**config.mk**
```make
export PLATFORM = sky130hd
export DESIGN_NAME = delay_slot_scheduler_flat
export DESIGN_NICKNAME = d
export VERILOG_FILES = /design/src/rtl/delay_slot_scheduler_if.sv /design/src/rtl/delay_slot_scheduler.sv /design/src/flat_wrapper.sv
export SDC_FILE = /design/constraint.sdc
export NUM_CORES = 1
export LEC_CHECK = 0
export ABC_AREA = 1
export BUFFER_PORTS_ARGS = -buffer_cell sky130_fd_sc_hd__buf_2
export CAP_MARGIN = 10
export CORE_ASPECT_RATIO = 1.1
export CORE_MARGIN = 5
export CORE_UTILIZATION = 29
export CTS_CLUSTER_DIAMETER = 120
export DETAILED_ROUTE_END_ITERATION = 12
export MAX_ROUTING_LAYER = met4
export PLACE_DENSITY = 0.54
export SYNTH_ARGS = -nofsm -noshare
export SYNTH_HDL_FRONTEND = slang
export SYNTH_SLANG_ARGS = --single-unit
```
**constraint.sdc**
```tcl
create_clock -name CLK -period 5.1 [get_ports CLK]
set_input_delay 0.765 -clock CLK [delete_from_list [all_inputs] [get_ports CLK]]
set_output_delay 0.765 -clock CLK [all_outputs]
set_load 0.005 [all_outputs]
```
**src/rtl/delay_slot_scheduler_if.sv**
```systemverilog
// Requester-side bundle of the shared delay timer: requests and delays in,
// grant/done/status out.
interface delay_slot_scheduler_if #(
  parameter int NUM_REQ     = 4,
  parameter int ID_WIDTH    = 2,
  parameter int DELAY_WIDTH = 16
);
  logic [NUM_REQ-1:0]             REQ;
  logic [NUM_REQ*DELAY_WIDTH-1:0] DELAY;
  logic [NUM_REQ-1:0]             GRANT;
  logic [NUM_REQ-1:0]             DONE;
  logic                           BUSY;
  logic [ID_WIDTH-1:0]            ACTIVE_ID;
  logic [DELAY_WIDTH-1:0]         REMAINING;

  modport master (output REQ, DELAY,
                  input  GRANT, DONE, BUSY, ACTIVE_ID, REMAINING);
  modport slave  (input  REQ, DELAY,
                  output GRANT, DONE, BUSY, ACTIVE_ID, REMAINING);
endinterface

```
**src/rtl/delay_slot_scheduler.sv**
```systemverilog
// Round-robin scheduler for one shared prescaled down-counter timer.
// Optional macro DELAY_SLOT_ABORT_EN: dropping REQ mid-wait aborts it without DONE.
module delay_slot_scheduler #(
  parameter int NUM_REQ      = 4,
  parameter int ID_WIDTH     = 2,
  parameter int DELAY_WIDTH  = 16,
  parameter int PRESCALE_MAX = 99
) (
  input logic CLK,
  input logic RESET,
  delay_slot_scheduler_if.slave bus
);
  localparam int PS_W = (PRESCALE_MAX > 0) ? $clog2(PRESCALE_MAX + 1) : 1;

  typedef enum logic [1:0] {IDLE = 2'd0, RUN = 2'd1, FINISH = 2'd2} state_t;

  state_t                 state_q, state_d;
  logic [NUM_REQ-1:0]     grant_q, grant_d;
  logic [NUM_REQ-1:0]     done_q, done_d;
  logic                   busy_q, busy_d;
  logic [ID_WIDTH-1:0]    id_q, id_d;
  logic [ID_WIDTH-1:0]    last_q, last_d;
  logic [DELAY_WIDTH-1:0] rem_q, rem_d;
  logic [PS_W-1:0]        ps_q, ps_d;

  logic                   found;
  int                     win_idx;
  int                     idx;
  logic [DELAY_WIDTH-1:0] win_dly;
  logic                   tick;

  // Scan from farthest to nearest so the nearest requester after last_q wins.
  always_comb begin
    found   = 1'b0;
    win_idx = 0;
    idx     = 0;
    for (int k = NUM_REQ; k >= 1; k--) begin
      idx = int'(last_q) + k;
      if (idx >= NUM_REQ) idx = idx - NUM_REQ;
      if (bus.REQ[idx]) begin
        found   = 1'b1;
        win_idx = idx;
      end
    end
    win_dly = bus.DELAY[win_idx*DELAY_WIDTH +: DELAY_WIDTH];
  end

  assign tick = (ps_q == PS_W'(PRESCALE_MAX));

  always_comb begin
    state_d = state_q;
    grant_d = grant_q;
    done_d  = '0;
    id_d    = id_q;
    last_d  = last_q;
    rem_d   = rem_q;
    ps_d    = ps_q;
    case (state_q)
      IDLE: begin
        if (found) begin
          id_d   = ID_WIDTH'(win_idx);
          last_d = ID_WIDTH'(win_idx);
          rem_d  = win_dly;
          ps_d   = '0;
          if (win_dly != '0) begin
            grant_d          = '0;
            grant_d[win_idx] = 1'b1;
            state_d          = RUN;
          end else begin
            done_d[win_idx] = 1'b1;
            state_d         = FINISH;
          end
        end
      end
      RUN: begin
`ifdef DELAY_SLOT_ABORT_EN
        if (!bus.REQ[id_q]) begin
          state_d = IDLE;
          grant_d = '0;
          rem_d   = '0;
          ps_d    = '0;
        end else
`endif
        if (tick) begin
          ps_d = '0;
          if (rem_q == DELAY_WIDTH'(1)) begin
            rem_d        = '0;
            grant_d      = '0;
            done_d[id_q] = 1'b1;
            state_d      = FINISH;
          end else if (rem_q != '0) begin
            rem_d = rem_q - DELAY_WIDTH'(1);
          end
        end else begin
          ps_d = ps_q + PS_W'(1);
        end
      end
      FINISH:  state_d = IDLE;
      default: state_d = IDLE;
    endcase
    busy_d = (state_d != IDLE);
  end

  always_ff @(posedge CLK) begin
    if (RESET) begin
      state_q <= IDLE;
      grant_q <= '0;
      done_q  <= '0;
      busy_q  <= 1'b0;
      id_q    <= '0;
      last_q  <= ID_WIDTH'(NUM_REQ - 1);
      rem_q   <= '0;
      ps_q    <= '0;
    end else begin
      state_q <= state_d;
      grant_q <= grant_d;
      done_q  <= done_d;
      busy_q  <= busy_d;
      id_q    <= id_d;
      last_q  <= last_d;
      rem_q   <= rem_d;
      ps_q    <= ps_d;
    end
  end

  assign bus.GRANT     = grant_q;
  assign bus.DONE      = done_q;
  assign bus.BUSY      = busy_q;
  assign bus.ACTIVE_ID = id_q;
  assign bus.REMAINING = rem_q;
endmodule

```
**src/flat_wrapper.sv**
```systemverilog
// flat-port wrapper written by rule: the top's interface ports become plain ports
module delay_slot_scheduler_flat 
#(
  parameter int NUM_REQ      = 4,
  parameter int ID_WIDTH     = 2,
  parameter int DELAY_WIDTH  = 16,
  parameter int PRESCALE_MAX = 99
)
  (CLK, RESET, bus_REQ, bus_DELAY, bus_GRANT, bus_DONE, bus_BUSY, bus_ACTIVE_ID, bus_REMAINING);
  delay_slot_scheduler_if #(.NUM_REQ(NUM_REQ), .ID_WIDTH(ID_WIDTH), .DELAY_WIDTH(DELAY_WIDTH)) bus_i ();
  input logic CLK;
  input logic RESET;
  input wire logic [$bits(bus_i.REQ)-1:0] bus_REQ;
  input wire logic [$bits(bus_i.DELAY)-1:0] bus_DELAY;
  output wire logic [$bits(bus_i.GRANT)-1:0] bus_GRANT;
  output wire logic [$bits(bus_i.DONE)-1:0] bus_DONE;
  output wire logic [$bits(bus_i.BUSY)-1:0] bus_BUSY;
  output wire logic [$bits(bus_i.ACTIVE_ID)-1:0] bus_ACTIVE_ID;
  output wire logic [$bits(bus_i.REMAINING)-1:0] bus_REMAINING;
  assign bus_i.REQ = bus_REQ;
  assign bus_i.DELAY = bus_DELAY;
  assign bus_GRANT = bus_i.GRANT;
  assign bus_DONE = bus_i.DONE;
  assign bus_BUSY = bus_i.BUSY;
  assign bus_ACTIVE_ID = bus_i.ACTIVE_ID;
  assign bus_REMAINING = bus_i.REMAINING;
  delay_slot_scheduler #(.NUM_REQ(NUM_REQ), .ID_WIDTH(ID_WIDTH), .DELAY_WIDTH(DELAY_WIDTH), .PRESCALE_MAX(PRESCALE_MAX)) u_core (.CLK(CLK), .RESET(RESET), .bus(bus_i));
endmodule
```
Word-level counts from Yosys, hierarchy flattened
Cells that the tools add are included.

storage, ports and cells
  register bits = 38
  input bits = 70
  output and inout bits = 27
  word-level logic and storage cells = 101

cells by class
  add/sub/neg operators = 10
  magnitude comparators = 12
  equality and inequality tests = 8
  shift operators = 1
  muxes and demuxes = 51
  reduce and logical (&&, ||, !) cells = 11

operators with widths
  cell                   number
  $mux 32                8
  $lt 32x4->1 const B    5
  $ge 32x4->1 const B    4
  $sub 32x4->32 const B  4
  $mux 16                4
  $shiftx 64x32->16      1
  $ge 32x1->1 const B    1
  $mux 4                 8
  $pmux 16 s2            1
  $reduce_bool 16->1     2
  $eq 16x1->1 const B    1
  $pmux 4 s2             2
  $sub 16x1->16 const B  1
  $mux 1                 14
  $mux 7                 2
  $pmux 7 s2             1
  $bmux 1 s2             4
  $mux 2                 4
  $ne 2x1->1 const B     4
  $add 7x1->7 const B    1
  $eq 7x7->1 const B     1
  $add 2x2->3 const B    2
  $reduce_and 5->1       1
  $add 2x3->4 const B    1
  other kinds (12)       16

Logic depth before layout (Yosys ltp)
Gate-level depths: netlist of run 1.

  word-level depth = 17
  depth in mapped cells = 23
  depth with buffers taken out = 22

Worst setup path after synthesis of run 1
OpenSTA, ideal clock, no wires.

  kind = input to register
  start point = input bus_REQ[3]
  end point = register u_core.grant_q[0] (netlist: u_core.bus.GRANT[0])
  library setup time = 0.115 ns
  arrival = 2.465 ns
  data required time = 4.985 ns
  setup slack = 2.520 ns
  stages on the path = 20
  buffers on the path = 1
  path through = inv_1 -> o21ai_1 -> nand2_1 -> nand2_2 -> nand2_1 -> nand2_1 -> nand3_2 -> buf_2 -> nand2_1 -> nand2_1 -> nand2_1 -> nand2_1 -> nand2_1 -> nand2_1 -> nor2_1 -> nand2_1 -> nor2_4 -> nand2_4 -> a21oi_1 -> nor2_1

between the ends
  longest elaborated chain between the ends = 14
  elaborated cells on any way between the ends = 33
  those cells by class = order compare (2); eq/ne (2); shift (1); mux (25); reduce/logical (3)

ends and longest elaborated chain
  item                                                              line                         RTL
  from (decl)                                                       flat_wrapper.sv:13           input wire logic [$bits(bus_i.REQ)-1:0] bus_REQ;
  $bmux 1 s2                                                        delay_slot_scheduler.sv:40   if (bus.REQ[idx]) begin
  $mux 1 (not written as such) (2 in a row)                         delay_slot_scheduler.sv:40
  $mux 32 (4 in a row)                                              delay_slot_scheduler.sv:40
  $ge 32x1->1 (not written as such) or $lt 32x4->1 (tied branches)  delay_slot_scheduler.sv:67   grant_d[win_idx] = 1'b1;
  $logic_and 1x1->1 (not written as such)                           delay_slot_scheduler.sv:67
  $mux 1 (not written as such)                                      delay_slot_scheduler.sv:67
  $demux 1 s2                                                       -
  $mux 4                                                            delay_slot_scheduler.sv:65   if (win_dly != '0) begin
  $mux 4                                                            delay_slot_scheduler.sv:60   if (found) begin
  $pmux 4 s2                                                        delay_slot_scheduler.sv:58   case (state_q)
  to (signal assigned)                                              delay_slot_scheduler.sv:116  grant_q <= grant_d;
  to (decl)                                                         delay_slot_scheduler.sv:18   logic [NUM_REQ-1:0] grant_q, grant_d;

Parallel ways exist; a longest one is shown, timed or not. The select of a mux whose other input is x is not followed.
A chain may end at the register's enable or synchronous reset.

Final worst setup path of run 1
  start point = register u_core.last_q[0]
  end point = register u_core.grant_q[3] (netlist: u_core.bus.GRANT[3])

between the ends
  longest elaborated chain between the ends = 17
  elaborated cells on any way between the ends = 49
  those cells by class = add/sub (8); order compare (6); eq/ne (2); shift (1); mux (29); reduce/logical (3)

ends and longest elaborated chain
  item                                                              line                         RTL
  from (decl)                                                       delay_slot_scheduler.sv:22   logic [ID_WIDTH-1:0] last_q, last_d;
  from (signal assigned)                                            delay_slot_scheduler.sv:111  last_q <= ID_WIDTH'(NUM_REQ - 1);
  from (signal assigned)                                            delay_slot_scheduler.sv:120  last_q <= last_d;
  $add 2x3->4                                                       delay_slot_scheduler.sv:38   idx = int'(last_q) + k;
  $sub 32x4->32 or $ge 32x4->1 (tied branches)                      delay_slot_scheduler.sv:39   if (idx >= NUM_REQ) idx = idx - NUM_REQ;
  $mux 32                                                           delay_slot_scheduler.sv:39
  $bmux 1 s2                                                        delay_slot_scheduler.sv:40
  $mux 1 (not written as such) (2 in a row)                         delay_slot_scheduler.sv:40
  $mux 32 (4 in a row)                                              delay_slot_scheduler.sv:40
  $ge 32x1->1 (not written as such) or $lt 32x4->1 (tied branches)  delay_slot_scheduler.sv:67
  $logic_and 1x1->1 (not written as such)                           delay_slot_scheduler.sv:67
  $mux 1 (not written as such)                                      delay_slot_scheduler.sv:67
  $demux 1 s2                                                       -
  $mux 4                                                            delay_slot_scheduler.sv:65
  $mux 4                                                            delay_slot_scheduler.sv:60
  $pmux 4 s2                                                        delay_slot_scheduler.sv:58

Parallel ways exist; a longest one is shown, timed or not. The select of a mux whose other input is x is not followed.

==> results of run 1 <==
==> worst min-delay path, cell delays in order (launching register included) <==
cell and delay [ns]:
dfxtp_1 0.32, a21oi_1 0.04, nor2_1 0.08
==> cell type report <==
type / instances / area, um2 / area share
clock buffers: 5 / 125 / 0.0318
clock inverters: 3 / 68.8 / 0.0175
inverters: 41 / 155 / 0.0394
multi-input cells: 463 / 2150 / 0.547
flip-flops and latches: 38 / 761 / 0.193
well taps: 147 / 184 / 0.0468
repair buffers: 97 / 488 / 0.124
==> state kept, by name, summed over array words and instances (netlist names) <==
signal and cells:
u_core.last_q 2, u_core.bus.DONE 4, u_core.bus.ACTIVE_ID 2, u_core.state_q 2
u_core.bus.GRANT 4, u_core.bus.BUSY 1, u_core.ps_q 7, u_core.bus.REMAINING 16
==> per-layer routing <==
layer,vias to the layer above,global-route usage,wire length (um)
li1,1971,-,-
met1,1635,0.220,4860
met2,90,0.231,4400
met3,7,0.0231,534
met4,0,0.0327,69
met5,-,-,0
==> power by group <==
group | total, mW | internal (mW) | leakage, nW | switching (mW)
registers | 0.458 | 0.370 | 0.313 | 0.0881
logic | 1.68 | 0.544 | 1.76 | 1.14
clock network | 0.411 | 0.281 | 0.0940 | 0.130
total | 2.55 | 1.20 | 2.16 | 1.36
==> final timing paths <==
check | startpoint | endpoint | slack, ns | depth (start not counted)
max | u_core.last_q[0] | u_core.bus.GRANT[3] | 1.31 | 18
min | u_core.bus.GRANT[1] | u_core.bus.GRANT[1] | 0.48 | 2
max reg2reg | u_core.last_q[0] | u_core.bus.GRANT[3] | 1.31 | 18
min reg2reg | u_core.bus.GRANT[1] | u_core.bus.GRANT[1] | 0.48 | 2
==> layout by cell type (no fill, tap or decap), types with 9 or more instances in the layout <==
| master | instances |
|---|---|
| nor3_1 | 9 |
| nand2_1 | 269 |
| nor2_1 | 37 |
| nand4_1 | 9 |
| inv_1 | 34 |
| buf_2 | 96 |
| a21oi_1 | 35 |
| o21ai_0 | 23 |
| dfxtp_1 | 38 |
| nand3_1 | 26 |
==> kinds of logic (layout without fill, tap and decap cells) <==
family                     after synthesis  in the layout  synth area share
and+or+nand+nor                        373            373             0.491
DFF                                     38             38             0.238
AOI/OAI and AO/OA                       76             76             0.137
buffers and inverters                   63            146            0.0881
adders and majority gates                6              6            0.0235
xor gates and xnor gates                 8              8            0.0219
==> stage by stage <==
stage / hold WS [ns] / setup WS (ns) / total power [mW] / cells / cell area [um2]
after floorplan: 0.458 / 2.52 / 1.80 / 564 / 3190
after global placement: 0.461 / 1.30 / 2.13 / 786 / 3740
after detailed placement: 0.468 / 1.25 / 2.14 / 786 / 3740
after CTS: 0.484 / 1.25 / 2.56 / 794 / 3930
after global routing: 0.499 / 0.722 / 2.86 / 794 / 3930
final: 0.481 / 1.31 / 2.55 / 794 / 3930
==> impl_metrics.tcl, run 1 <==
set metrics [dict create \
    start_util 0.294 \
    final_util 0.362 \
    critPathSlowestCell "clkinv_1" \
    synth-edff-count 0 \
    final_antenna_net_count 0 \
    timing.fmax_mhz 264 \
    clockBufferDepth 2 \
    syn_nets 640 \
    via_count 3703 \
    synth_warnings 0 \
    htreeDepth 2 \
    cts-buffers-inserted 5 \
    synthTopCellsByArea "nand2_1 32%, dfxtp_1 24%, a21oi_1 5.5%" \
    antenna_found_initial 0 \
    track_usage 0.154 \
    path_cells "inv_2 > ha_1 > inv_1 > nand2_1 > nand2_1 > nand4_1 > nand2_1 > clkinv_1 > nand3_1 > nand2_1 > nand2_1 > nand2_1 > nor2_1 > nand2_1 > nor2_4 > nand2_4 > a21oi_1 > nor2_1" \
    gr-total-overflow 0 \
    dp_hpwl_um 7640 \
    finalHoldViolations 0 \
    ir_drop_mv 0.430 \
    rows 40 \
    drv_slew 0 \
    gp_congestion 0.891 \
    antenna_cells 0 \
    fillers 1238 \
    drive_gt1_frac 0.198 \
    synth.top_cell.area_share 0.316 \
    fp.dieH_um 120 \
    cts_root_buffer "clkbuf_16" \
    slew_headroom 0.290 \
    synth_ff_type "dfxtp_1" \
    max_cap_viol_count 0 \
    arrival_ns 3.97 \
    cp_top_family "simple AND/OR/NAND/NOR gates" \
    area_growth_pct 23.1 \
    tightest_slew_ns 1.06 \
    die_w_um 110 \
    clk_pin_slew_ns 0.06 \
    syn_area_per_cell_um2 5.66 \
    ys_seq_area_frac 0.238 \
    grt_max_degree 64 \
    start_kind "register" \
    status "finished, final reports clean" \
    cts_resized 0 \
    post-cts-setup-buffer-count 0 \
    finalWorstPathRequiredPeriod_ns 3.79 \
    hold_path.class "reg -> reg" \
    setup_viol 0 \
    yosys.area.top_type "nand2_1" \
    critical_path.max_stage_delay_ns 0.64 \
    dr.pass1.iters 4 \
    die-area_um2 13200 \
    min_period_over_period 0.744 \
    grt_pass1_wl_um 16600 \
    portBuffers 96 \
    grt_pass1_vias 3596 \
    pin_count 97 \
    cts_tree "done" \
    cts_hold_buf 0 \
    fin_nets 722 \
    wl_um 9860 \
    cts.sinks 38 \
    path_class "reg -> reg" \
    power_density_nw_per_um2 648 \
    avgRoutedWirePerCell_um 12.4 \
    clock_skew_ns 0.00408 \
    async_reset_ff_frac 0 \
    rsz0062_at_grt "false" \
    synth_commonest_cells "269 x nand2_1, 38 x dfxtp_1, 37 x nor2_1, 35 x a21oi_1, 34 x inv_1" \
    clock_latency_ns 0.28 \
    end_kind "register" \
    power_leakage_nw 2.16 \
    path_buf_inv 3 \
    cp_common_cell "nand2_1" \
    ys_ff_latch 38 \
    core_area_um2 10900 \
    synth_cell_types 35 \
    synth_area_um2 3190 \
    crit_fanout 20 \
    yosysMostFrequentCell "nand2_1" \
    required_ns 5.28 \
    drc_errors 0 \
    drt_iter0_drc 168 \
    avgViaCountPerCell 4.66 \
    fin_setup_tns_ns 0 \
    synth_cells 564 \
]
(Power assumes the default switching activity.)
==> run 2: changes to the inputs <==
--- a/config.mk
+++ b/config.mk
@@ -14,7 +14,7 @@
 export CTS_CLUSTER_DIAMETER = 120
 export DETAILED_ROUTE_END_ITERATION = 12
 export MAX_ROUTING_LAYER = met4
-export PLACE_DENSITY = 0.54
+export PLACE_DENSITY = 0.56
 export SYNTH_ARGS = -nofsm -noshare
 export SYNTH_HDL_FRONTEND = slang
 export SYNTH_SLANG_ARGS = --single-unit
==> constraint.sdc (replaced) <==
create_clock -name CLK -period 3.4 [get_ports CLK]
set_input_delay 0.51 -clock CLK [delete_from_list [all_inputs] [get_ports CLK]]
set_output_delay 0.51 -clock CLK [all_outputs]
set_load 0.005 [all_outputs]
==> impl_metrics.tcl, run 2 (same netlist as run 1, synthesis figures left out) <==
set metrics [dict create \
    status "finished, final reports clean" \
    cts_root_buffer "clkbuf_16" \
    arrival_ns 3.19 \
    seq_area_um2 761 \
    cts_tree "done" \
    hold_path.class "reg -> reg" \
    pin_count 97 \
    finalHoldViolations 0 \
    grt_max_degree 64 \
    tightest_slew_ns 0.636 \
    min_from "u_core.bus.GRANT[2]" \
    fillers 1227 \
    finalWorstPathRequiredPeriod_ns 3.01 \
    htreeDepth 2 \
    antenna_cells 0 \
    p_comb_frac 0.667 \
    power_density_nw_per_um2 978 \
    rsz0062_at_grt "false" \
    clkPwrFrac 0.158 \
    antenna_found_initial 0 \
    dp_hpwl_um 8000 \
    start_kind "register" \
    clk_pin_slew_ns 0.06 \
    start_util 0.294 \
    timing.fmax_mhz 333 \
    max_cap_viol_count 0 \
    required_ns 3.58 \
    pwr-share-seq 0.176 \
    rows 40 \
    grt_pass1_wl_um 16300 \
    cts-buffers-inserted 5 \
    internal_power_mw 1.86 \
    end_kind "register" \
    setup.worst_path.start "u_core.last_q[0]" \
    clock_latency_ns 0.28 \
    multi_input_area_um2 2150 \
    die_w_um 110 \
    final_antenna_net_count 0 \
    drv_slew 0 \
    largest_reg_flops 16 \
    finalPower_mw 3.91 \
    min_period_over_period 0.884 \
    core_area_um2 10900 \
    area_growth_pct 25.3 \
    dr.pass1.iters 5 \
    grt_pass1_vias 3536 \
    post-cts-setup-buffer-count 0 \
    regToRegEndpoint "u_core.bus.GRANT[3]" \
    final_common_cell "nand2_1" \
    drc_errors 0 \
    via_count 3775 \
    path_class "reg -> reg" \
    ff2ff_path_depth 21 \
    portBuffers 96 \
    cts.sinks 38 \
    wl_um 10100 \
    avgRoutedWirePerCell_um 12.6 \
    p_sw_frac 0.524 \
    track_usage 0.155 \
    hold_depth 2 \
    min_to "u_core.bus.GRANT[2]" \
    fp.dieH_um 120 \
    reg2reg_from "u_core.last_q[0]" \
    drt_iter0_drc 169 \
    power.switching_mw 2.05 \
    rrSetupSlack_ns 0.39 \
    crit_fanout 28 \
    clockBufferDepth 2 \
    die-area_um2 13200 \
    clock_skew_ns 0.00586 \
    avgViaCountPerCell 4.71 \
    fin_nets 729 \
    slew_headroom 0.576 \
    drive_gt1_frac 0.206 \
    power_leakage_nw 2.21 \
    final_cell_mix "269 x nand2_1, 96 x buf_2, 38 x dfxtp_1, 37 x nor2_1, 35 x a21oi_1" \
    fin_setup_tns_ns 0 \
    gr-total-overflow 0 \
    ir_drop_mv 0.496 \
    gp_congestion 0.891 \
    setup_viol 0 \
]
[run 2: changes by cell type in the layout (fill, tap and decap cells not counted)]
cell / before / now
buf_12: 0 / 1
buf_4: 1 / 6
buf_6: 0 / 1
clkinv_2: 1 / 0
inv_4: 0 / 1
[run 2: final cells by class]
cell class | count | area share
inverters | 41 | 0.0391
flip-flops and latches | 38 | 0.190
repair buffers | 104 | 0.139
clock buffers | 5 | 0.0313
clock inverters | 3 | 0.0172
multi-input cells | 463 | 0.537
well taps | 147 | 0.0459
[run 2: what timing repair did]
item	CTS	global route
hold buffers	0	0
endpoints found under the setup margin	0	3
resized for setup	0	2
[run 2: worst max path at each step]
stage                          end  slack, ns  cells past startpoint
6_report       u_core.bus.GRANT[3]       0.39                     21
5_1_grt        u_core.bus.GRANT[3]       0.03                     22
4_1_cts        u_core.bus.GRANT[3]       0.30                     21
3_5_place_dp   u_core.bus.GRANT[3]       0.31                     21
3_3_place_gp   u_core.bus.GRANT[2]       0.45                     21
2_1_floorplan  u_core.bus.GRANT[0]       0.84                     21
[run 2: metrics by stage]
step | hold WS, ns | utilization | area [um2] | cells | setup slack, ns
floorplan | 0.458 | - | 3190 | 564 | 0.845
global route | 0.512 | 0.369 | 4000 | 801 | 0.0276
global placement | 0.467 | 0.350 | 3800 | 793 | 0.445
finish | 0.484 | 0.369 | 4000 | 801 | 0.394
CTS | 0.492 | 0.368 | 4000 | 801 | 0.303
detailed placement | 0.477 | 0.350 | 3800 | 793 | 0.305
[run 2: layer usage]
| layer | vias up | routed length, um | share of wire | GRT usage |
|---|---|---|---|---|
| met3 | 14 | 491 | 0.049 | 0.0215 |
| met4 | 0 | 146 | 0.014 | 0.0390 |
| li1 | 1994 | - | - | - |
| met5 | - | 0 | 0 | - |
| met1 | 1653 | 4950 | 0.49 | 0.217 |
| met2 | 114 | 4500 | 0.45 | 0.235 |
[run 2: power groups by stage]
stage / clock [mW] / sequential (mW) / combinational, mW
floorplan: 0 / 0.677 / 2.03
global placement: 0 / 0.694 / 2.58
detailed placement: 0 / 0.698 / 2.61
CTS: 0.627 / 0.687 / 2.62
global route: 0.646 / 0.708 / 3.01
finish: 0.617 / 0.688 / 2.61
[run 2: critical path, cell delays in order, from the launching register on]
cell     delay, ns
dfxtp_1       0.44
inv_2         0.14
ha_1          0.36
inv_1         0.09
nand3_1       0.10
nand2_1       0.11
inv_2         0.07
nand2_2       0.08
nand2_4       0.06
nand2_4       0.12
buf_6         0.23
nand2_1       0.08
nand2_1       0.07
nand2_1       0.04
nand2_1       0.13
nand2_1       0.07
nor2_1        0.08
nand2_1       0.10
nor2_4        0.20
nand2_4       0.10
a21oi_1       0.16
nor2_1        0.06
